===== config.mk =====
export PLATFORM = sky130hd
export DESIGN_NAME = inst_b_enc
export DESIGN_NICKNAME = d
export VERILOG_FILES = /design/src/rtl/inst_b_enc_pkg.sv /design/src/rtl/b_imm_pack.sv /design/src/rtl/inst_b_enc.sv
export SDC_FILE = /design/constraint.sdc
export NUM_CORES = 1
export LEC_CHECK = 0
export ABC_AREA = 1
export BUFFER_PORTS_ARGS = -buffer_cell sky130_fd_sc_hd__buf_2
export CAP_MARGIN = 20
export CORE_MARGIN = 10
export CORE_UTILIZATION = 30
export CTS_BUF_LIST = sky130_fd_sc_hd__clkbuf_8
export DETAILED_ROUTE_END_ITERATION = 10
export GPL_ROUTABILITY_DRIVEN = 1
export HOLD_SLACK_MARGIN = 0.12
export PLACE_DENSITY = 0.47
export SETUP_SLACK_MARGIN = 0.5
export SYNTH_ARGS = -nofsm -noshare
export SYNTH_HDL_FRONTEND = slang
export SYNTH_SLANG_ARGS = --single-unit
export TNS_END_PERCENT = 100

===== constraint.sdc =====
create_clock -name clk -period 4.2 [get_ports clk]
set_input_delay 0.21 -clock clk [delete_from_list [all_inputs] [get_ports clk]]
set_output_delay 0.21 -clock clk [all_outputs]
set_load 0.005 [all_outputs]

===== src/rtl/inst_b_enc_pkg.sv =====
// Shared constants for the RISC-V B-type branch encoder.
package inst_b_enc_pkg;

    localparam logic [6:0]  OPC_BRANCH = 7'b1100011;
    localparam logic [31:0] NOP_WORD   = 32'h0000_0013;

    localparam logic [2:0] F3_BEQ  = 3'b000;
    localparam logic [2:0] F3_BNE  = 3'b001;
    localparam logic [2:0] F3_BLT  = 3'b100;
    localparam logic [2:0] F3_BGE  = 3'b101;
    localparam logic [2:0] F3_BLTU = 3'b110;
    localparam logic [2:0] F3_BGEU = 3'b111;

    localparam logic [1:0] ERR_OK    = 2'b00;
    localparam logic [1:0] ERR_F3    = 2'b01;
    localparam logic [1:0] ERR_RANGE = 2'b10;
    localparam logic [1:0] ERR_ALIGN = 2'b11;

    function automatic logic f3_legal(input logic [2:0] f3);
        return (f3 == F3_BEQ) || (f3 == F3_BNE) || (f3 == F3_BLT) ||
               (f3 == F3_BGE) || (f3 == F3_BLTU) || (f3 == F3_BGEU);
    endfunction

endpackage


===== src/rtl/b_imm_pack.sv =====
// Combinational B-type word packer: scatters the 13-bit branch immediate
// around the register and funct3 fields.
module b_imm_pack
    import inst_b_enc_pkg::*;
(
    input  logic [2:0]  funct3,
    input  logic [4:0]  rs1,
    input  logic [4:0]  rs2,
    input  logic [12:0] imm,
    output logic [31:0] word
);
    // Bit 0 of a branch offset is implied zero and never encoded.
    logic unused_imm0;
    assign unused_imm0 = imm[0];

    assign word = {imm[12], imm[10:5], rs2, rs1, funct3, imm[4:1], imm[11], OPC_BRANCH};

endmodule


===== src/rtl/inst_b_enc.sv =====
// Two-stage elastic encoder for RISC-V B-type branch words with input checking
// and running counts of good and errored words delivered.
module inst_b_enc
    import inst_b_enc_pkg::*;
#(
    parameter int unsigned CNT_W   = 16,
    parameter bit          ERR_NOP = 1'b1
) (
    input  logic             clk,
    input  logic             rst,
    input  logic             in_valid,
    output logic             in_ready,
    input  logic [2:0]       funct3_in,
    input  logic [4:0]       rs1_in,
    input  logic [4:0]       rs2_in,
    input  logic [31:0]      offset_in,
    output logic             out_valid,
    input  logic             out_ready,
    output logic [31:0]      instr_out,
    output logic [1:0]       err_out,
    output logic [CNT_W-1:0] enc_count,
    output logic [CNT_W-1:0] err_count
);
    localparam logic [CNT_W-1:0] CNT_ONE = {{(CNT_W-1){1'b0}}, 1'b1};

    logic        run;
    logic        s1_valid;
    logic [2:0]  s1_funct3;
    logic [4:0]  s1_rs1;
    logic [4:0]  s1_rs2;
    logic [12:0] s1_imm;
    logic [1:0]  s1_err;
    logic [1:0]  chk_err;
    logic [31:0] packed_word;
    logic [31:0] s2_word;
    logic        s2_adv;

    // run holds in_ready low while reset is applied and releases it one edge later.
    assign s2_adv   = !out_valid || out_ready;
    assign in_ready = run && (!s1_valid || s2_adv);

    always_comb begin
        chk_err = ERR_OK;
        if (!f3_legal(funct3_in))
            chk_err = ERR_F3;
        else if (offset_in[31:12] != {20{offset_in[12]}})
            chk_err = ERR_RANGE;
        else if (offset_in[0])
            chk_err = ERR_ALIGN;
    end

    b_imm_pack u_pack (
        .funct3 (s1_funct3),
        .rs1    (s1_rs1),
        .rs2    (s1_rs2),
        .imm    (s1_imm),
        .word   (packed_word)
    );

    assign s2_word = (ERR_NOP && (s1_err != ERR_OK)) ? NOP_WORD : packed_word;

    always_ff @(posedge clk or posedge rst) begin
        if (rst) begin
            run       <= 1'b0;
            s1_valid  <= 1'b0;
            s1_funct3 <= '0;
            s1_rs1    <= '0;
            s1_rs2    <= '0;
            s1_imm    <= '0;
            s1_err    <= ERR_OK;
            out_valid <= 1'b0;
            instr_out <= '0;
            err_out   <= ERR_OK;
            enc_count <= '0;
            err_count <= '0;
        end else begin
            run <= 1'b1;
            if (in_ready) begin
                s1_valid <= in_valid;
                if (in_valid) begin
                    s1_funct3 <= funct3_in;
                    s1_rs1    <= rs1_in;
                    s1_rs2    <= rs2_in;
                    s1_imm    <= offset_in[12:0];
                    s1_err    <= chk_err;
                end
            end
            if (s2_adv) begin
                out_valid <= s1_valid;
                if (s1_valid) begin
                    instr_out <= s2_word;
                    err_out   <= s1_err;
                end
            end
            if (out_valid && out_ready) begin
                if (err_out == ERR_OK)
                    enc_count <= enc_count + CNT_ONE;
                else
                    err_count <= err_count + CNT_ONE;
            end
        end
    end

endmodule


==> metrics.txt <==
max incr delay on CP 0.53 ns; Arr. time, crit path 2.11 ns; DRT Pass-1 Iters 4; antenna violations before repair 1; global-route wire length before repair 19,100 µm; port bufs 114; Post-Synthesis Cells 510; hold endpoint s1_err[0]; VDD IR max 0.150 mV; I/O Pins 117; buffers and inverters on the worst path 4; Die Area 19,100 µm²; Sw Pwr 740 µW; clk root buf clkbuf_8; Avg WL per Cell 13.4 µm; register area share after synthesis 0.549; Placement Rows 43; CP endpoint kind flop; grt ovf 0; WS Path Type in2reg; synthesis-stage register bit count 92; Power Internal 1.65 mW; Fmax 535 MHz; wire length on met1 5370 µm; Clock Skew 0.00446 ns; commonest non-fill, non-tap cell in the layout nand2_1; layout cells sized above 1 0.236; Antenna Nets Post-Route 0; pin count of the biggest net entering global routing 53; clock sink count 92; final setup vio count 0; clock period minus worst slack 1.87 ns; gpl congestion 0.800; CORE AREA 13,800 µm²; crit path max fanout 25; CP cell instances dlygate4sd3_1 > buf_2 > nor2_1 > nand2_1 > nand3_1 > inv_1 > or2_2 > inv_1 > a21oi_1; top layer in use met5; Synth-to-Final Area Change 30.6%; Switching Fraction 0.309; DRC 0; Crit path max-delay family buffers and inverters; CTS Buf Count 9; vias in the first global route 3,759; Synth cell types 30; final WL 11,200 µm; Fin. Hold Viols 0; sequential power share 0.487; most used cell, CP inv_1; R2R Path End s1_err[0]; met3 WL 735 µm; Area after DPL 4950 µm²; Final Cycle Share 0.445; Post-CTS Setup Inserts 0; commonest cells after routing, fill and taps aside 220 x nand2_1, 114 x buf_2, 92 x dfrtp_1, 43 x nand3_1, 34 x inv_1; Tightest Pin Transition 0.826 ns; clock latency at the later pin of the worst-skew pair 0.36 ns; CTS max path bufs 2; startpoint type of the worst setup path input pin; worst reg-to-reg path cell count 8; initial core utilization 0.305; Hold/Removal Path Class in2reg; Worst R2R Setup Slack 2.43 ns; routed vias/inst 4.35; RSZ-0062 raised after global routing no; Die Width 138 µm; Gate power share 0.212; drt initial violations 212; slowest CP cell dlygate4sd3_1; area of the mapped netlist 4200 µm²; relative slew slack 0.448; static leakage 2.97 nW; maxcap violations 0; max-slew violation count 0; clock share of power 0.301; H-tree Lvls 3; via count 3,639; clock-pin slew on the worst setup and hold paths 0.09 ns; All-Layer GR Usage 0.120; yosys synthesis warning count 0; Diodes inserted 0; cell area after layout 5480 µm²; PwrDens 437 nW/µm²; synthesized area per cell 8.23 µm²; hpwl dp 8180 µm; CP required 4.45 ns; Vert. Die Dim 138 µm; hold path startpoint offset_in[20]; setup TNS 0 ns; outcome completed; Worst R2R Start out_valid; routed wl met2 4970 µm; final net count 703; Hold Path Cell Cnt 6; CTS tree yes
==> stage by stage <==
stage	util	hold slack [ns]	std cells	power, mW	worst slack [ns]
2_1_floorplan	-	0.317	511	1.44	1.60
3_3_place_gp	0.359	0.366	792	1.68	2.44
3_5_place_dp	0.359	0.374	792	1.69	2.44
4_1_cts	0.397	0.250	836	2.45	2.34
5_1_grt	0.398	0.321	837	2.57	2.20
6_report	0.398	0.284	837	2.39	2.33
==> power by group through the flow <==
stage / clock, mW / combinational (mW) / sequential (mW)
floorplan: 0 / 0.272 / 1.17
global placement: 0 / 0.493 / 1.18
CTS: 0.757 / 0.521 / 1.17
finish: 0.720 / 0.506 / 1.17
detailed placement: 0 / 0.500 / 1.19
global route: 0.790 / 0.584 / 1.19
==> repair_timing <==
action,CTS,global route
resized for setup,0,0
hold endpoints to repair,78,0
hold buffers,28,0
==> synthesized netlist by cell type, drive strengths merged <==
master | number | area share
nand2 | 223 | 0.20
dfrtp | 92 | 0.55
nand3 | 45 | 0.058
nor2 | 39 | 0.040
inv | 37 | 0.033
nor3 | 13 | 0.021
clkbuf | 9 | 0.0081
xor2 | 9 | 0.019
o21ai | 8 | 0.0095
buf | 7 | 0.011
xnor2 | 7 | 0.015
nand4 | 5 | 0.0075
a21oi | 4 | 0.0075
nand3b | 4 | 0.0072
or2 | 3 | 0.0045
conb | 2 | 0.0018
ha | 2 | 0.0060
and2 | 1 | 0.0015
==> how the worst max path moves through the flow <==
| stage | start | endpoint | slack (ns) | cells after the start |
|---|---|---|---|---|
| after global routing | out_ready | s1_err[0] | 2.20 | 9 |
| after global placement | out_valid | s1_err[0] | 2.44 | 8 |
| after floorplan | rst | enc_count[0] | 1.60 | 1 |
| after CTS | out_ready | s1_err[0] | 2.34 | 9 |
| final | out_ready | s1_err[0] | 2.33 | 9 |
| after detailed placement | out_valid | s1_err[0] | 2.44 | 8 |
==> layer usage <==
layer / up-vias / global-route usage
met2: 102 / 0.186
li1: 1866 / -
met4: 2 / 0.0416
met1: 1658 / 0.151
met3: 11 / 0.0404
met5: - / 0
==> flip-flops by register name (all words and copies together) (netlist names), 2 cells and up <==
register,flops
s1_funct3,3
instr_out,28
s1_rs2,5
s1_imm,12
enc_count,16
s1_err,2
s1_rs1,5
err_out,2
err_count,16
==> cell families (layout without fill, tap and decap cells) <==
group | count (synthesis) | count (layout) | synth area share
other | 2 | 3 | 0.00179
flip-flops | 92 | 92 | 0.549
buffers and inverters | 53 | 199 | 0.0519
adder cells (fa/ha/maj) | 2 | 2 | 0.00596
AO/OA/AOI/OAI | 12 | 12 | 0.0170
XOR/XNOR | 16 | 16 | 0.0334
AND/OR/NAND/NOR | 333 | 333 | 0.341
==> cell type report <==
class | instances | area [µm²]
well taps | 180 | 225
repair buffers | 146 | 888
flip-flops and latches | 92 | 2300
clock inverters | 7 | 115
fillers | 1478 | 8290
multi-input cells | 366 | 1680
inverters | 37 | 141
clock buffers | 9 | 124
==> worst min-delay path: stages <==
cell and delay, ns:
buf_2 0.09, nor3_1 0.04, nand2_1 0.05, nand2_1 0.06, nand3_1 0.10, a21oi_1 0.06
Note: power is estimated with default switching activity, not from simulation.
